==> src/rtl/mod_n_updown_counter.sv <==
// Up/down modulo-N counter with wrap, saturate and one-shot modes.
// tc is combinational so a chain of stages advances on the same edge.
module mod_n_updown_counter #(
    parameter int WIDTH   = 4,
    parameter int RST_VAL = 0
) (
    input  logic             clk,
    input  logic             rst_n,
    input  logic             en,
    input  logic             clr,
    input  logic             load,
    input  logic [WIDTH-1:0] load_val,
    input  logic             up,
    input  logic [WIDTH-1:0] max_val,
    input  logic [1:0]       mode,
    output logic [WIDTH-1:0] count,
    output logic             tc,
    output logic             wrap,
    output logic             done
);

    localparam logic [WIDTH-1:0] RST_CNT = WIDTH'(RST_VAL);

    typedef enum logic [1:0] {
        MODE_WRAP    = 2'b00,
        MODE_SAT     = 2'b01,
        MODE_ONESHOT = 2'b10,
        MODE_WRAP_R  = 2'b11
    } mode_e;

    logic [WIDTH-1:0] count_q, count_d;
    logic             wrap_q, wrap_d;
    logic             done_q, done_d;
    logic             term;
    logic             step;
    mode_e            mode_s;

    assign mode_s = mode_e'(mode);

    // Counting up, anything at or beyond max_val is terminal.
    assign term = up ? (count_q >= max_val) : (count_q == '0);
    assign step = en & ~done_q & ~clr & ~load;
    assign tc   = step & term;

    always_comb begin
        count_d = count_q;
        wrap_d  = 1'b0;
        done_d  = done_q;
        if (clr) begin
            count_d = '0;
            done_d  = 1'b0;
        end else if (load) begin
            count_d = load_val;
            done_d  = 1'b0;
        end else if (step) begin
            if (!term) begin
                count_d = up ? count_q + WIDTH'(1) : count_q - WIDTH'(1);
            end else begin
                unique case (mode_s)
                    MODE_SAT: begin
                        count_d = count_q;
                    end
                    MODE_ONESHOT: begin
                        done_d = 1'b1;
                    end
                    MODE_WRAP, MODE_WRAP_R: begin
                        count_d = up ? '0 : max_val;
                        wrap_d  = 1'b1;
                    end
                    default: begin
                        count_d = count_q;
                    end
                endcase
            end
        end
    end

    always_ff @(posedge clk or negedge rst_n) begin
        if (!rst_n) begin
            count_q <= RST_CNT;
            wrap_q  <= 1'b0;
            done_q  <= 1'b0;
        end else begin
            count_q <= count_d;
            wrap_q  <= wrap_d;
            done_q  <= done_d;
        end
    end

    assign count = count_q;
    assign wrap  = wrap_q;
    assign done  = done_q;

endmodule

==> config.mk <==
export PLATFORM = sky130hd
export DESIGN_NAME = mod_n_updown_counter
export DESIGN_NICKNAME = d
export VERILOG_FILES = /design/src/rtl/mod_n_updown_counter.sv
export SDC_FILE = /design/constraint.sdc
export NUM_CORES = 1
export LEC_CHECK = 0
export ABC_AREA = 0
export ABC_CLOCK_PERIOD_IN_PS = 2700
export CAP_MARGIN = 5
export CORE_AREA = 8 8 48 50
export CTS_CLUSTER_DIAMETER = 50
export CTS_CLUSTER_SIZE = 40
export DETAILED_ROUTE_END_ITERATION = 12
export DIE_AREA = 0 0 56 58
export PLACE_DENSITY_LB_ADDON = 0.25
export SETUP_SLACK_MARGIN = 0.1
export SLEW_MARGIN = 0
export SYNTH_ARGS = -nofsm -noshare
export SYNTH_HDL_FRONTEND = slang
export SYNTH_SLANG_ARGS = --single-unit
==> constraint.sdc <==
create_clock -name clk -period 2.7 [get_ports clk]
set_input_delay 0.54 -clock clk [delete_from_list [all_inputs] [get_ports clk]]
set_output_delay 0.54 -clock clk [all_outputs]
set_load 0.005 [all_outputs]
# Word-level counts from Yosys, hierarchy flattened
# Index checks and enable logic that the tools add are counted.
# op_classes
add_sub_neg	2
multipliers	0
n_div	0
n_lt_le_gt_ge	1
n_eq_ne	3
shift	0
n_mux	18
bitwise	7
reduce_logical	8
# ops
op	count
$mux 4	7
$mux 1	11
$reduce_bool 3->1	3
$add 4x1->4 const B	1
$and 1x1->1	4
$eq 2x2->1 const B	2
$ge 4x4->1	1
$logic_not 4->1	1
$ne 4x3->1 const B	1
$sub 4x1->4 const B	1
$not 1->1	3
$reduce_and 3->1	1
$logic_not 2->1	1
$reduce_and 2->1	1
$reduce_or 2->1	1
# totals
ff_bits	6
latchBits	0
ram_bits	0
mem_bits_ro	0
input_bits	16
output_inout_bits	7
word_cells	42
mem_count	0

# Logic depth before layout (Yosys ltp)
# Gate-level depths: netlist of the first run.
# logic_depth
word_depth	7
mapped_depth	7
mapped_depth_nobuf	7

# Worst setup path before layout of the first run
# Ideal clock, no wire load.
# synth_timing
kind	input port to output port
start	input port max_val[3]
end	output port tc
arrival_ns	1.690
t_required_ns	2.160
slack_ns	0.470
path_stages	6
n_path_buf	0
cell_sequence	inv_1 ha_1 o211ai_1 o2111a_2 or2_4 nor4_4
# synth_between
elab_chain_cells	3
# synth_rtl
item	line_no	rtl
from (decl)	14	input logic [WIDTH-1:0] max_val,
$ge 4x4->1	41	assign term = up ? (count_q >= max_val) : (count_q == '0);
$mux 1	41	
$and 1x1->1	43	assign tc = step & term;
to (decl)	17	output logic tc,
# Every way passes these cells.

# Final worst setup path of the first run
# layout_timing
start	input port max_val[0]
end	output port tc
# The elaborated chain is that of the path after synthesis.

==> results of run 1 <==
Yosys cell counts:
library cell | number | area share, %
o211ai_1 | 1 | 1.2
buf_6 | 1 | 1.8
a22o_1 | 2 | 2.9
or3_4 | 1 | 1.8
dfrtp_1 | 6 | 24
ha_1 | 7 | 14
or2_4 | 1 | 1.4
o21ai_0 | 2 | 1.6
inv_1 | 8 | 4.9
nor4_4 | 1 | 3.5
a21o_1 | 1 | 1.2
nor2b_1 | 4 | 4.1
xnor2_1 | 3 | 4.3
nand2b_1 | 1 | 1.0
nand2_1 | 4 | 2.4
o31ai_4 | 1 | 3.5
clkbuf_1 | 1 | 0.61
nor2_1 | 3 | 1.8
and2_1 | 2 | 2.0
a221oi_1 | 1 | 1.4
fa_1 | 1 | 3.3
nor3b_1 | 1 | 1.2
o2111a_2 | 1 | 2.0
nor4_2 | 1 | 2.0
o41ai_1 | 2 | 2.9
a21oi_1 | 3 | 2.4
a31oi_1 | 1 | 1.0
nor3_1 | 3 | 2.4
a221oi_2 | 1 | 2.4
what timing repair did:
action,4_1_cts,5_1_grt
resized for setup,10,9
hold buffers,0,0
buffers inserted,1,0
setup endpoints to repair,1,1
pin swaps,3,5
flip-flops by register name, summed over array words and instances, names as in the netlist:
signal	count
count	4
done	1
wrap	1
cells by family after synthesis:
family | count (synthesis)
AO/OA/AOI/OAI | 16
XOR/XNOR | 3
adder cells (fa/ha/maj) | 8
buffers and inverters | 10
flip-flops | 6
AND/OR/NAND/NOR | 22
worst paths after layout:
path,from,endpoint,slack (ns),cells after the start
max in group asynchronous,rst_n,wrap$_DFF_PN0_,1.91,1
min in group clk,done$_DFFE_PN0P_,done$_DFFE_PN0P_,0.60,2
worst max register to register,count[0]$_DFFE_PN0P_,count[2]$_DFFE_PN0P_,0.67,8
worst min register to register,done$_DFFE_PN0P_,done$_DFFE_PN0P_,0.60,2
worst max-delay path,max_val[0],tc,0.17,7
worst min-delay path,rst_n,done$_DFFE_PN0P_,0.54,1
final cells by class:
class	instances	area, µm²	share of cell area, %
sequential	6	150	15.3
multi-input combinational	49	444	45.3
timing repair buffer	37	313	31.9
clock buffer	3	22.5	2.30
inverter	8	30.0	3.06
tap	17	21.3	2.17
worst max-delay path, delay by kind of cell:
family,cells,cell delay (ns)
compound gates,1,0.27
fa+ha+maj,1,0.28
buf+inv,2,0.37
simple gates,3,0.54
per-stage QoR:
stage | power (mW) | cell area [µm²]
3_3_place_gp | 0.318 | 946
6_report | 0.410 | 981
2_1_floorplan | 0.218 | 614
4_1_cts | 0.412 | 978
5_1_grt | 0.442 | 981
3_5_place_dp | 0.321 | 946
metal layers:
metal | up-vias | wire length (µm) | GRT usage, %
met5 | - | 0 | 0
met2 | 20 | 839 | 17.7
li1 | 311 | - | -
met3 | 2 | 129 | 4.15
met4 | 0 | 12 | 5.15
met1 | 288 | 722 | 12.5
power groups by stage:
stage | registers, mW | logic, mW | clock network (mW)
after floorplan | 0.114 | 0.104 | 0
after global placement | 0.106 | 0.212 | 0
after detailed placement | 0.106 | 0.215 | 0
after CTS | 0.106 | 0.217 | 0.0886
after global routing | 0.107 | 0.243 | 0.0923
final | 0.106 | 0.219 | 0.0850
==> flow_summary_export.csv, run 1 <==
group,metric,value,unit
floorplan,core_area,1610,µm²
timing,worst_hold_slack,0.543,ns
timing,finClkSkew,0.0113,ns
place,globalplace.congestion,0.801,
drt,drtIter0Drc,8,
logic_synthesis,synth_cells,65,
place,io_buffers,22,
grt,grt_pass1_vias,684,
place,dp_hpwl,1410,µm
timing,slew_viol_final,0,
drt,drcViolationCount,0,
drt,ant_nets,0,
setup_path,path_cells,"clkdlybuf4s15_1 > ha_4 > nor3b_1 > o2111a_2 > or2_4 > nor4_4 > buf_2",
setup_path,critPathArrivalTime,1.99,ns
timing,grt_setup_unrepaired,"false",
place,dp_slack,-0.601,ns
drt,wl,1700,µm
logic_synthesis,synthAdderAreaFrac,17.5,%
timing,period_share,93.7,%
logic_synthesis,yosysSeqAreaShare,24.4,%
cts,clockRootBuffer,"clkbuf_4",
floorplan,floorplan.die_area,3250,µm²
logic_synthesis,ys_ff_latch,6,
cells_and_area,filler_cell_count,154,
floorplan,placementRows,15,
cells_and_area,synthToLayoutAreaGrowth,59.7,%
logic_synthesis,synth_warnings,0,
cells_and_area,post_route_cells_drive_above_1_share,31.1,%
cts,cts_made_buffers,3,
timing,setup_viol_count_final,0,
floorplan,start_util,38.1,%
job,drv_cap,0,
cells_and_area,antenna-diode-count,0,
grt,grt_start_max_net_pins,12,
grt,grt.total_usage,11.0,%
setup_path,path_class,"in2out",
cells_and_area,final_cell_mix,"17 x clkdlybuf4s50_1, 15 x buf_4, 7 x inv_1",
floorplan,ios,23,
grt,grt_pass1_wl,2980,µm
grt,antenna_found_initial,0,
power,internal_power,272,µW
timing,hold_viol,0,
grt,overflow,0,
setup_path,startpoint_type,"input port",
power,clockPowerShare,20.7,%
logic_synthesis,synthSimpleGateAreaFrac,23.8,%
cts,ctsHtreeMaxLevel,1,
drt,drtPass1Iterations,4,
cells_and_area,final_common_cell,"clkdlybuf4s50_1",
cts,cts_max_path_buffers,2,
power,p_sw,138,µW
run_status,outcome,"finished, final reports clean",
timing,fmax,0.395,GHz
power,netSwitchingFraction,33.5,%
power,power_frac_seq,25.9,%
timing,worst_pin_slew,0.304,ns
drt,vias,621,
cts,clkTransAtPathRegs,0.05,ns
place,dpl.cell_count,116,
drt,wl_per_cell,14.2,µm
cells_and_area,fin_nets,129,
logic_synthesis,netlist_area,614,µm²
timing,max-slew-margin-rel,79.7,%
power,powerDensity,418,nW/µm²
logic_synthesis,synth_xor_area_share,4.28,%
timing,setup-tns-final,0,ns
power,power_frac_comb,53.4,%
logic_synthesis,synth_top_family_by_area,"simple AND/OR/NAND/NOR gates",
cts,insertion_delay,0.25,ns
logic_synthesis,syn-mean-instance-area,9.45,µm²
power,peakVddDrop,0.000246,V
cts,tritoncts,"done",
drt,via_per_inst,5.18,
cells_and_area,final_util,60.8,%
timing,post-route-min-period,2.53,ns
worst_hold_path,min_path_type,"in2async",
setup_path,critPathCaptureType,"output pin",
setup_path,worst-path-max-fanout,2,
power,p_leak,0.444,nW
logic_synthesis,synth.distinct_cells,29,
setup_path,worst_ep_required_time,2.16,ns
setup_path,critPathSlowestCell,"ha_4",
logic_synthesis,synth.net_count,89,
floorplan,die_w,56,µm
floorplan,die_y,58,µm
setup_path,slowest_delay,0.28,ns
cts,cts.sinks,6,
timing,fin_ws,0.170,ns
cells_and_area,fin_cells,120,
logic_synthesis,synthMuxAreaShare,0,%
logic_synthesis,synth_compound_area_share,22.6,%
No activity file was read; power rests on OpenSTA's default activity.
==> run 2, diff against run 1 <==
Settings changed: GPL_ROUTABILITY_DRIVEN set to 1, PLACE_DENSITY set to 0.72, PLACE_DENSITY_LB_ADDON 0.25 to unset, RECOVER_POWER set to 100.
==> run 2 against run 1 <==
Compared with the run above:
- clock power decreased by 8.5%
- non-clock buffer count is 1 higher
- clock skew shrank 0.0060 ns
- register-to-register slack lost 0.03 ns
- total power shrank 5.5%
- routed wire length is 0.65% higher
- critical endpoint unchanged
- combinational power is 8% lower
- sequential power hardly changed
- clock-buffer cell count stayed put
- sequential share of layout area increased by 0.46 points
==> flow_summary_export.csv, run 2 (same netlist as run 1, synthesis figures left out) <==
group,metric,value,unit
drt,drcViolationCount,0,
timing,fmax,0.403,GHz
worst_hold_path,min_path_type,"reg2reg",
power,clockPowerShare,20.1,%
cts,cts_max_path_buffers,2,
setup_path,startpoint_type,"input port",
grt,busiest_layer,"met2",
floorplan,ios,23,
cts,clockRootBuffer,"clkbuf_4",
cts,cts_made_buffers,3,
timing,finClkSkew,0.00527,ns
power,power_frac_seq,27.8,%
timing,hold_viol,0,
cts,cts_setup_buffers,0,
timing,worst_pin_slew,0.517,ns
place,io_buffers,22,
place,dpl.cell_count,118,
grt,grt_use_met3,2.62,%
power,p_leak,0.437,nW
floorplan,core_area,1610,µm²
floorplan,die_y,58,µm
cells_and_area,multi_input_area,414,µm²
floorplan,placementRows,15,
cells_and_area,seqCellArea,150,µm²
timing,post-route-min-period,2.48,ns
drt,via_per_inst,5.05,
cells_and_area,fin_nets,130,
drt,ant_nets,0,
cts,tritoncts,"done",
setup_path,r2r-start,"count[1]$_DFFE_PN0P_",
setup_path,worst-path-max-fanout,2,
floorplan,die_w,56,µm
floorplan,start_util,38.1,%
drt,drtPass1Iterations,5,
cells_and_area,filler_cell_count,155,
grt,overflow,0,
cells_and_area,largest_register_ffs,4,
grt,grt_pass1_vias,665,
grt,met2_usage,18.9,%
drt,wl,1720,µm
timing,slew_viol_final,0,
grt,grt_start_max_net_pins,12,
power,netSwitchingFraction,33.0,%
grt,grt_use_met1,11.7,%
power,peakVddDrop,0.000233,V
place,globalplace.congestion,0.800,
setup_path,path_class,"in2out",
place,dp_hpwl,1500,µm
cells_and_area,final_cell_mix,"12 x clkdlybuf4s50_1, 12 x buf_4, 7 x inv_1",
run_status,outcome,"finished, final reports clean",
floorplan,floorplan.die_area,3250,µm²
grt,grt.total_usage,10.8,%
timing,worst_hold_slack,0.585,ns
cts,ctsHtreeMaxLevel,1,
power,total_power,387,µW
setup_path,worst_ep_required_time,2.16,ns
cts,cts.sinks,6,
timing,max-slew-margin-rel,65.2,%
grt,antenna_found_initial,0,
timing,grt_setup_unrepaired,"false",
cts,clkTransAtPathRegs,0.04,ns
job,drv_cap,0,
cells_and_area,antenna-diode-count,0,
cells_and_area,fin_cells,121,
setup_path,critPathArrivalTime,1.94,ns
power,internal_power,259,µW
cells_and_area,final_util,59.0,%
cts,insertion_delay,0.24,ns
cells_and_area,post_route_cells_drive_above_1_share,22.1,%
grt,grt_pass1_wl,2890,µm
setup_path,critPathCaptureType,"output pin",
power,power_frac_comb,52.1,%
timing,setup_viol_count_final,0,
drt,drtIter0Drc,6,
timing,setup-tns-final,0,ns
drt,wl_per_cell,14.2,µm
timing,period_share,91.8,%
setup_path,critPathLaunch,"max_val[1]",
power,powerDensity,407,nW/µm²
worst_hold_path,hp-start,"done$_DFFE_PN0P_",
drt,vias,611,
power,p_sw,128,µW
cts,cts.hold.buffers_added,0,
cells_and_area,synthToLayoutAreaGrowth,55.0,%
[run 2: cell types whose count changed in the layout (fill, tap and decap cells not counted), sizes merged]
cell	delta
clkdlybuf4s50	-5
dlygate4sd3	+5
buf	-4
dlygate4sd2	+4
clkbuf	+2
clkdlybuf4s15	-1
[run 2: worst paths after layout]
path | end | slack [ns] | cells past startpoint
worst max-delay path | tc | 0.22 | 8
worst min-delay path | done$_DFFE_PN0P_ | 0.59 | 2
worst max register to register | count[1]$_DFFE_PN0P_ | 0.64 | 7
worst min register to register | done$_DFFE_PN0P_ | 0.59 | 2
max in group asynchronous | done$_DFFE_PN0P_ | 1.86 | 1
min in group asynchronous | count[1]$_DFFE_PN0P_ | 0.61 | 1
[run 2: repair_timing]
item / 4_1_cts / 5_1_grt
endpoints found under the setup margin: 1 / 1
resized for setup: 10 / 0
pin swaps: 4 / 1
cloned: 0 / 0
[run 2: worst max-delay path, stage by stage]
cell           delay, ns
dlygate4sd2_1       0.22
inv_1               0.05
ha_1                0.27
o211ai_1            0.07
o2111a_2            0.26
or2_4               0.24
nor4_4              0.14
clkbuf_1            0.15
[run 2: layer usage]
metal / up-vias / share of wire [%]
met5: - / 0
met4: 0 / 0.82
met3: 2 / 3.7
met2: 11 / 52
met1: 283 / 43
li1: 315 / -
[run 2: area by class of cell]
cell class                      instances  area share (%)
Clock buffer                            3            2.37
Multi-Input combinational cell         49            43.5
Tap cell                               17            2.23
Sequential cell                         6            15.8
Timing Repair Buffer                   38            33.0
Inverter                                8            3.15
[run 2: metrics by stage]
| step | setup slack, ns | area (µm²) |
|---|---|---|
| after floorplan | 0.470 | 614 |
| after CTS | 0.181 | 986 |
| after global routing | 0.104 | 952 |
| after detailed placement | -0.557 | 961 |
| after global placement | -0.536 | 961 |
| final | 0.220 | 952 |
[run 2: power groups by stage]
stage	logic (mW)	registers, mW	clock network [mW]
final	0.202	0.108	0.0778
after global routing	0.224	0.108	0.0923
after CTS	0.219	0.108	0.0830
after detailed placement	0.219	0.108	0
after global placement	0.212	0.107	0
after floorplan	0.104	0.114	0
